--- src/rtl/core_halt_mgr_pkg.sv ---
// Shared definitions for the core halt manager.
//   NUM_CPUS          default number of requesters / halt outputs (legal 2..4)
//   ADDR              default address of the halt-control register
//   halt_t            halt command codes carried in the write data
//   core_mgr_state_t  manager FSM states
//   decode_halt()     maps a halt_t code to {target core, halt/release}
package core_halt_mgr_pkg;

    localparam int          NUM_CPUS = 2;
    localparam logic [31:0] ADDR     = 32'h8000_0000;

    // Core 0 owns codes 6/7; core i >= 1 owns 2(i-1) (halt) and 2(i-1)+1 (release).
    typedef enum logic [2:0] {
        HALTC1  = 3'd0,
        NHALTC1 = 3'd1,
        HALTC2  = 3'd2,
        NHALTC2 = 3'd3,
        HALTC3  = 3'd4,
        NHALTC3 = 3'd5,
        HALTC0  = 3'd6,
        NHALTC0 = 3'd7
    } halt_t;

    typedef enum logic [1:0] {
        IDLE = 2'd0,
        EXEC = 2'd1,
        RESP = 2'd2
    } core_mgr_state_t;

    typedef struct packed {
        logic [1:0] core;  // target core index
        logic       halt;  // 1 = halt, 0 = release
    } halt_dec_t;

    function automatic halt_dec_t decode_halt(input halt_t code);
        halt_dec_t  d;
        logic [2:0] c;
        c      = code;
        d.halt = ~c[0];
        if (c[2:1] == 2'b11) begin
            d.core = 2'd0;
        end else begin
            d.core = c[2:1] + 2'd1;
        end
        return d;
    endfunction

endpackage

--- src/rtl/core_halt_mgr_if.sv ---
// Requester bus of the core halt manager.
//   req_valid/req_we/req_addr/req_wdata : per-requester access, driven by requesters
//   req_ack/req_err/rdata/halt_o        : completion, read data and halt lines from the manager
// Handshake: a requester raises req_valid[i] with stable we/addr/wdata and holds it
// until it sees the one-cycle req_ack[i] pulse; req_err[i] and rdata are only
// meaningful in that cycle. The requester then drops req_valid[i] (or keeps it
// high to issue a further access).
interface core_halt_mgr_if #(
    parameter int NUM_CPUS = core_halt_mgr_pkg::NUM_CPUS
);
    logic [NUM_CPUS-1:0]       req_valid;
    logic [NUM_CPUS-1:0]       req_we;
    logic [NUM_CPUS-1:0][31:0] req_addr;
    logic [NUM_CPUS-1:0][31:0] req_wdata;
    logic [NUM_CPUS-1:0]       req_ack;
    logic [NUM_CPUS-1:0]       req_err;
    logic [31:0]               rdata;
    logic [NUM_CPUS-1:0]       halt_o;

    modport master (
        output req_valid, req_we, req_addr, req_wdata,
        input  req_ack, req_err, rdata, halt_o
    );

    modport slave (
        input  req_valid, req_we, req_addr, req_wdata,
        output req_ack, req_err, rdata, halt_o
    );
endinterface

--- src/rtl/core_halt_mgr_rr_arbiter.sv ---
// Round-robin arbiter used by the core halt manager.
//   req   : request vector
//   ptr   : index with highest priority this round
//   grant : one-hot winner
//   valid : any request present
module rr_arbiter #(
    parameter int N  = 2,
    parameter int PW = $clog2(N)
) (
    input  logic [N-1:0]  req,
    input  logic [PW-1:0] ptr,
    output logic [N-1:0]  grant,
    output logic          valid
);

    // Scan from ptr upward with wrap; the first requester found wins.
    always_comb begin
        grant = '0;
        valid = 1'b0;
        for (int off = 0; off < N; off++) begin
            for (int i = 0; i < N; i++) begin
                if (!valid && (i == (int'(ptr) + off) % N) && req[i]) begin
                    grant[i] = 1'b1;
                    valid    = 1'b1;
                end
            end
        end
    end

endmodule

--- src/rtl/core_halt_mgr.sv ---
// Core halt manager: arbitrates register accesses from NUM_CPUS requesters and
// drives one halt line per core.
//   clk, rst_n : clock, asynchronous active-low reset
//   bus        : core_halt_mgr_if slave (requests in; ack/err/rdata/halt_o out)
//   dbg_state  : current FSM state
// Optional feature: define CORE_MGR_READBACK_EN to let reads at CTRL_ADDR return
// the halt vector; otherwise every read completes with err=1 and rdata=0.
// Each access takes IDLE (sample) -> EXEC (ack) -> RESP (ack drops, pointer moves).
module core_halt_mgr #(
    parameter int          NUM_CPUS  = core_halt_mgr_pkg::NUM_CPUS,
    parameter logic [31:0] CTRL_ADDR = core_halt_mgr_pkg::ADDR
) (
    input  logic                              clk,
    input  logic                              rst_n,
    core_halt_mgr_if.slave                    bus,
    output core_halt_mgr_pkg::core_mgr_state_t dbg_state
);
    import core_halt_mgr_pkg::*;

    localparam int PW = $clog2(NUM_CPUS);
    // Core 0 boots, all others start parked.
    localparam logic [NUM_CPUS-1:0] HALT_RST = {{(NUM_CPUS-1){1'b1}}, 1'b0};

    core_mgr_state_t     state_q, state_d;
    logic [PW-1:0]       rr_ptr_q, ptr_nxt, win_idx;
    logic [NUM_CPUS-1:0] gnt_q, arb_gnt;
    logic                arb_valid;
    logic                we_q, sel_we;
    logic [31:0]         addr_q, wdata_q, sel_addr, sel_wdata;
    logic [NUM_CPUS-1:0] ack_q, err_q, halt_q, halt_nxt, cand;
    logic [31:0]         rdata_q, rd_val;
    logic                wr_ok, rd_err, exec_err;
    halt_dec_t           dec;

    rr_arbiter #(.N(NUM_CPUS), .PW(PW)) u_arb (
        .req   (bus.req_valid),
        .ptr   (rr_ptr_q),
        .grant (arb_gnt),
        .valid (arb_valid)
    );

    // FSM state register
    always_ff @(posedge clk or negedge rst_n) begin
        if (!rst_n) begin
            state_q <= IDLE;
        end else begin
            state_q <= state_d;
        end
    end

    // FSM next state
    always_comb begin
        state_d = state_q;
        case (state_q)
            IDLE:    if (arb_valid) state_d = EXEC;
            EXEC:    state_d = RESP;
            RESP:    state_d = IDLE;
            default: state_d = IDLE;
        endcase
    end

    // Capture mux for the winning requester
    always_comb begin
        sel_we    = 1'b0;
        sel_addr  = '0;
        sel_wdata = '0;
        for (int i = 0; i < NUM_CPUS; i++) begin
            if (arb_gnt[i]) begin
                sel_we    = bus.req_we[i];
                sel_addr  = bus.req_addr[i];
                sel_wdata = bus.req_wdata[i];
            end
        end
    end

    // Winner index and the next round-robin pointer
    always_comb begin
        win_idx = '0;
        for (int i = 0; i < NUM_CPUS; i++) begin
            if (gnt_q[i]) win_idx = PW'(i);
        end
        ptr_nxt = (win_idx == PW'(NUM_CPUS - 1)) ? '0 : win_idx + 1'b1;
    end

    // Command evaluation for the latched access
    always_comb begin
        dec  = decode_halt(halt_t'(wdata_q[2:0]));
        cand = halt_q;
        for (int i = 0; i < NUM_CPUS; i++) begin
            if (i == int'(dec.core)) cand[i] = dec.halt;
        end
        // A halt that already applies leaves cand == halt_q, which can never be
        // all ones, so only a genuinely new last-core halt trips the &cand guard.
        wr_ok = (addr_q == CTRL_ADDR) && (wdata_q[31:3] == '0) &&
                (int'(dec.core) < NUM_CPUS) && !(&cand);
        halt_nxt = wr_ok ? cand : halt_q;
`ifdef CORE_MGR_READBACK_EN
        rd_err = (addr_q != CTRL_ADDR);
        rd_val = '0;
        if (!rd_err) rd_val[NUM_CPUS-1:0] = halt_q;
`else
        rd_err = 1'b1;
        rd_val = '0;
`endif
        exec_err = we_q ? !wr_ok : rd_err;
    end

    // Datapath registers
    always_ff @(posedge clk or negedge rst_n) begin
        if (!rst_n) begin
            rr_ptr_q <= '0;
            gnt_q    <= '0;
            we_q     <= 1'b0;
            addr_q   <= '0;
            wdata_q  <= '0;
            ack_q    <= '0;
            err_q    <= '0;
            rdata_q  <= '0;
            halt_q   <= HALT_RST;
        end else begin
            ack_q <= '0;
            err_q <= '0;
            case (state_q)
                IDLE: begin
                    if (arb_valid) begin
                        gnt_q   <= arb_gnt;
                        we_q    <= sel_we;
                        addr_q  <= sel_addr;
                        wdata_q <= sel_wdata;
                    end
                end
                EXEC: begin
                    ack_q  <= gnt_q;
                    err_q  <= exec_err ? gnt_q : '0;
                    halt_q <= halt_nxt;
                    if (!we_q) rdata_q <= rd_val;
                end
                RESP: begin
                    rr_ptr_q <= ptr_nxt;
                end
                default: ;
            endcase
        end
    end

    assign bus.req_ack = ack_q;
    assign bus.req_err = err_q;
    assign bus.rdata   = rdata_q;
    assign bus.halt_o  = halt_q;
    assign dbg_state   = state_q;

endmodule

--- src/flat_wrapper.sv ---
// flat-port wrapper written by rule: the top's interface ports become plain ports
module core_halt_mgr_flat import core_halt_mgr_pkg::*;
#(
    parameter int          NUM_CPUS  = core_halt_mgr_pkg::NUM_CPUS,
    parameter logic [31:0] CTRL_ADDR = core_halt_mgr_pkg::ADDR
)
  (clk, rst_n, dbg_state, bus_req_valid, bus_req_we, bus_req_addr, bus_req_wdata, bus_req_ack, bus_req_err, bus_rdata, bus_halt_o);
  core_halt_mgr_if #(.NUM_CPUS(NUM_CPUS)) bus_i ();
  input  logic clk;
  input  logic rst_n;
  output core_halt_mgr_pkg::core_mgr_state_t dbg_state;
  input wire logic [$bits(bus_i.req_valid)-1:0] bus_req_valid;
  input wire logic [$bits(bus_i.req_we)-1:0] bus_req_we;
  input wire logic [$bits(bus_i.req_addr)-1:0] bus_req_addr;
  input wire logic [$bits(bus_i.req_wdata)-1:0] bus_req_wdata;
  output wire logic [$bits(bus_i.req_ack)-1:0] bus_req_ack;
  output wire logic [$bits(bus_i.req_err)-1:0] bus_req_err;
  output wire logic [$bits(bus_i.rdata)-1:0] bus_rdata;
  output wire logic [$bits(bus_i.halt_o)-1:0] bus_halt_o;
  assign bus_i.req_valid = bus_req_valid;
  assign bus_i.req_we = bus_req_we;
  assign bus_i.req_addr = bus_req_addr;
  assign bus_i.req_wdata = bus_req_wdata;
  assign bus_req_ack = bus_i.req_ack;
  assign bus_req_err = bus_i.req_err;
  assign bus_rdata = bus_i.rdata;
  assign bus_halt_o = bus_i.halt_o;
  core_halt_mgr #(.NUM_CPUS(NUM_CPUS), .CTRL_ADDR(CTRL_ADDR)) u_core (.clk(clk), .rst_n(rst_n), .bus(bus_i), .dbg_state(dbg_state));
endmodule
--- config.mk ---
export PLATFORM = sky130hd
export DESIGN_NAME = core_halt_mgr_flat
export DESIGN_NICKNAME = d
export VERILOG_FILES = /design/src/rtl/core_halt_mgr_pkg.sv /design/src/rtl/core_halt_mgr_if.sv /design/src/rtl/core_halt_mgr_rr_arbiter.sv /design/src/rtl/core_halt_mgr.sv /design/src/flat_wrapper.sv
export SDC_FILE = /design/constraint.sdc
export NUM_CORES = 1
export LEC_CHECK = 0
export BUFFER_PORTS_ARGS = -buffer_cell sky130_fd_sc_hd__buf_4
export CAP_MARGIN = 20
export CELL_PAD_IN_SITES_DETAIL_PLACEMENT = 2
export CELL_PAD_IN_SITES_GLOBAL_PLACEMENT = 2
export CORE_MARGIN = 2
export CORE_UTILIZATION = 27
export CTS_CLUSTER_DIAMETER = 200
export DETAILED_ROUTE_END_ITERATION = 10
export PLACE_DENSITY = 0.86
export SLEW_MARGIN = 20
export SYNTH_ARGS = -nofsm -noshare
export SYNTH_HDL_FRONTEND = slang
export SYNTH_SLANG_ARGS = --single-unit
--- constraint.sdc ---
create_clock -name clk -period 1.9 [get_ports clk]
set_input_delay 0.38 -clock clk [delete_from_list [all_inputs] [get_ports clk]]
set_output_delay 0.38 -clock clk [all_outputs]
set_load 0.1 [all_outputs]
==> results.json <==
{
  "grt_pass1_wl_um": 19300,
  "ios": 174,
  "cts.hold.buffers_added": 0,
  "grt_pass1_vias": 3585,
  "drv_slew": 0,
  "finalPower_mw": 7.96,
  "first_pass_iters": 8,
  "vdd_ir_drop_max_mv": 0.576,
  "status": "complete, no violations",
  "yosysTopAreaCellShare_pct": 53.9,
  "yosysSeqAreaShare_pct": 54.6,
  "rows": 41,
  "setup_violations": 0,
  "synth_cells": 314,
  "startpoint_type": "register",
  "worstPathRequired_ns": 2.13,
  "drt_iter0_markers": 355,
  "nets": 590,
  "cts.sink_count": 76,
  "drc": 0,
  "layout-drive-gt1-share_pct": 39.4,
  "vias": 3130,
  "yosys_warnings": 0,
  "rr_startpoint": "u_core.addr_q[3]",
  "wire_per_inst_um": 19.5,
  "die_area_um2": 13800,
  "drt-total-wl_um": 12300,
  "yosysTopAreaCell": "dfrtp_1",
  "fin_util_pct": 40.0,
  "gp_congestion": 0.777,
  "dp_slack_ns": -0.0148,
  "p_leak_nw": 2.71,
  "final.min_clock_period_ns": 1.76,
  "power_density_nw_per_um2": 1580,
  "hold_viol": 0,
  "worstSetupPathType": "reg2reg",
  "core_area_um2": 12600,
  "cp.arrival_ns": 1.99,
  "dp.cells": 614,
  "worst_pin_slew_ns": 0.531,
  "fmax_ghz": 0.567,
  "antenna_cells": 0,
  "end_kind": "register",
  "antenna_found_initial": 0,
  "avgSynthCellArea_um2": 11.1,
  "area_delta_synth_final_pct": 45.0,
  "fin_cells": 631,
  "gr-total-overflow": 0,
  "cts_tree": "done",
  "htreeDepth": 3,
  "skew_ns": 0.00537,
  "mostFrequentLayoutCell": "buf_4",
  "grt_setup_unrepaired": "false",
  "cts_buffer_depth": 2,
  "syn_area_um2": 3480,
  "setup_slack_ns": 0.136,
  "hpwl_um": 9090,
  "via_per_inst": 4.96,
  "clock_latency_ns": 0.34,
  "grt_max_degree": 66,
  "dieHeight_um": 118,
  "ant_nets": 0,
  "cts_root_buf": "clkbuf_16",
  "layout_common_cells": "148 x buf_4, 73 x dfrtp_1, 71 x inv_1",
  "initial_core_util_pct": 27.6,
  "ys_ff_latch": 76,
  "cap_violations": 0,
  "critPathLaunch": "u_core.addr_q[3]",
  "numCtsBuffers": 9,
  "hold_class": "in2async",
  "die_width_um": 118,
  "crit_path_max_fanout": 3,
  "synthTopCellsByArea": "dfrtp_1 54%, a222oi_1 19%, inv_1 7.7%, buf_4 6.9%, nor4_1 2.5%",
  "numPortBuffers": 141,
  "synth_cell_types": 27,
  "gr-usage-all-layers_pct": 17.9,
  "finalCritPeriodShare_pct": 92.8,
  "slew_headroom_pct": 64.6,
  "path_clk_slew_ns": 0.06
}
## final timing paths
check,slack [ns],cells past startpoint,end
setup / recovery,0.14,6,u_core.bus.req_err[0]
hold / removal,0.02,1,u_core.bus.req_ack[0]
setup reg to reg,0.14,6,u_core.bus.req_err[0]
hold reg to reg,0.49,1,u_core.gnt_q[0]
min in group clk,0.26,3,u_core.addr_q[31]
max in group asynchronous,1.25,2,u_core.addr_q[15]
## layer usage
layer	vias up	track usage [%]	wire (um)
li1	1402	-	-
met1	1583	19.7	4660
met2	133	32.2	6510
met3	12	6.73	957
met4	0	4.74	175
met5	-	0	0
## cell families (layout without fill, tap and decap cells)
logic type	count (synthesis)	in the layout	share of synthesized area, %
AOI/OAI and AO/OA	73	73	20.1
adders and majority gates	2	2	0.718
buffers and inverters	124	238	17.1
DFF	76	76	54.6
muxes	2	2	0.575
other	1	32	0.108
and+or+nand+nor	36	36	6.79
## worst max-delay path, cell delays in order, from the launching register on
cell and delay [ns]:
dfrtp_1 0.40, nor4_2 0.40, buf_4 0.17, nand4_1 0.13
nor3_4 0.23, nand4_1 0.13, and2_1 0.18
## Yosys cell counts (all sizes together)
cell type  instances
mux2i              2
nor4b              1
inv               71
or4                1
conb               1
o221ai             1
nor2b              1
nor2               1
nand2              4
dfstp              1
and3               2
a21o               2
dfrtp             75
nand2b             1
a21oi              2
nand4              4
and2               4
nor4              14
a222oi            65
nand3              2
o21ai              3
buf               40
clkbuf            13
nor3               1
ha                 2
## where the power goes
part	leakage, nW	switching [mW]	internal (mW)	total (mW)
combinational	1.62	2.07	1.24	3.31
sequential	0.940	0.559	2.39	2.95
clock	0.149	0.635	1.06	1.70
## cell type report
type	instances	area, um2
Fill cell	1373	7570
Multi-Input combinational cell	145	1190
Tap cell	172	215
Clock buffer	16	302
Sequential cell	76	1910
Inverter	71	267
Timing Repair Buffer	151	1170
## per-stage QoR
step	setup TNS (ns)	hold slack (ns)	instance area [um2]
after floorplan	0	0.0844	3600
after global placement	-0.00463	0.387	4690
after detailed placement	-0.0148	0.397	4690
after CTS	0	0.0297	5000
after global routing	0	0.0517	5050
final	0	0.0214	5050
## sequential cells by signal, summed over array words and instances (netlist names)
register	cells
u_core.bus.req_ack	2
u_core.dbg_state	2
u_core.gnt_q	2
u_core.bus.req_err	2
u_core.wdata_q	32
u_core.addr_q	32
u_core.bus.halt_o	2
u_core.we_q	1
u_core.rr_ptr_q	1
## timing repair
| action | in CTS | in global routing |
|---|---|---|
| gates resized for setup | 2 | 6 |
| setup endpoints to repair | 3 | 4 |
| buffers inserted | 0 | 1 |
| pin swaps | 0 | 0 |
No activity file was read; power rests on OpenSTA's default activity.
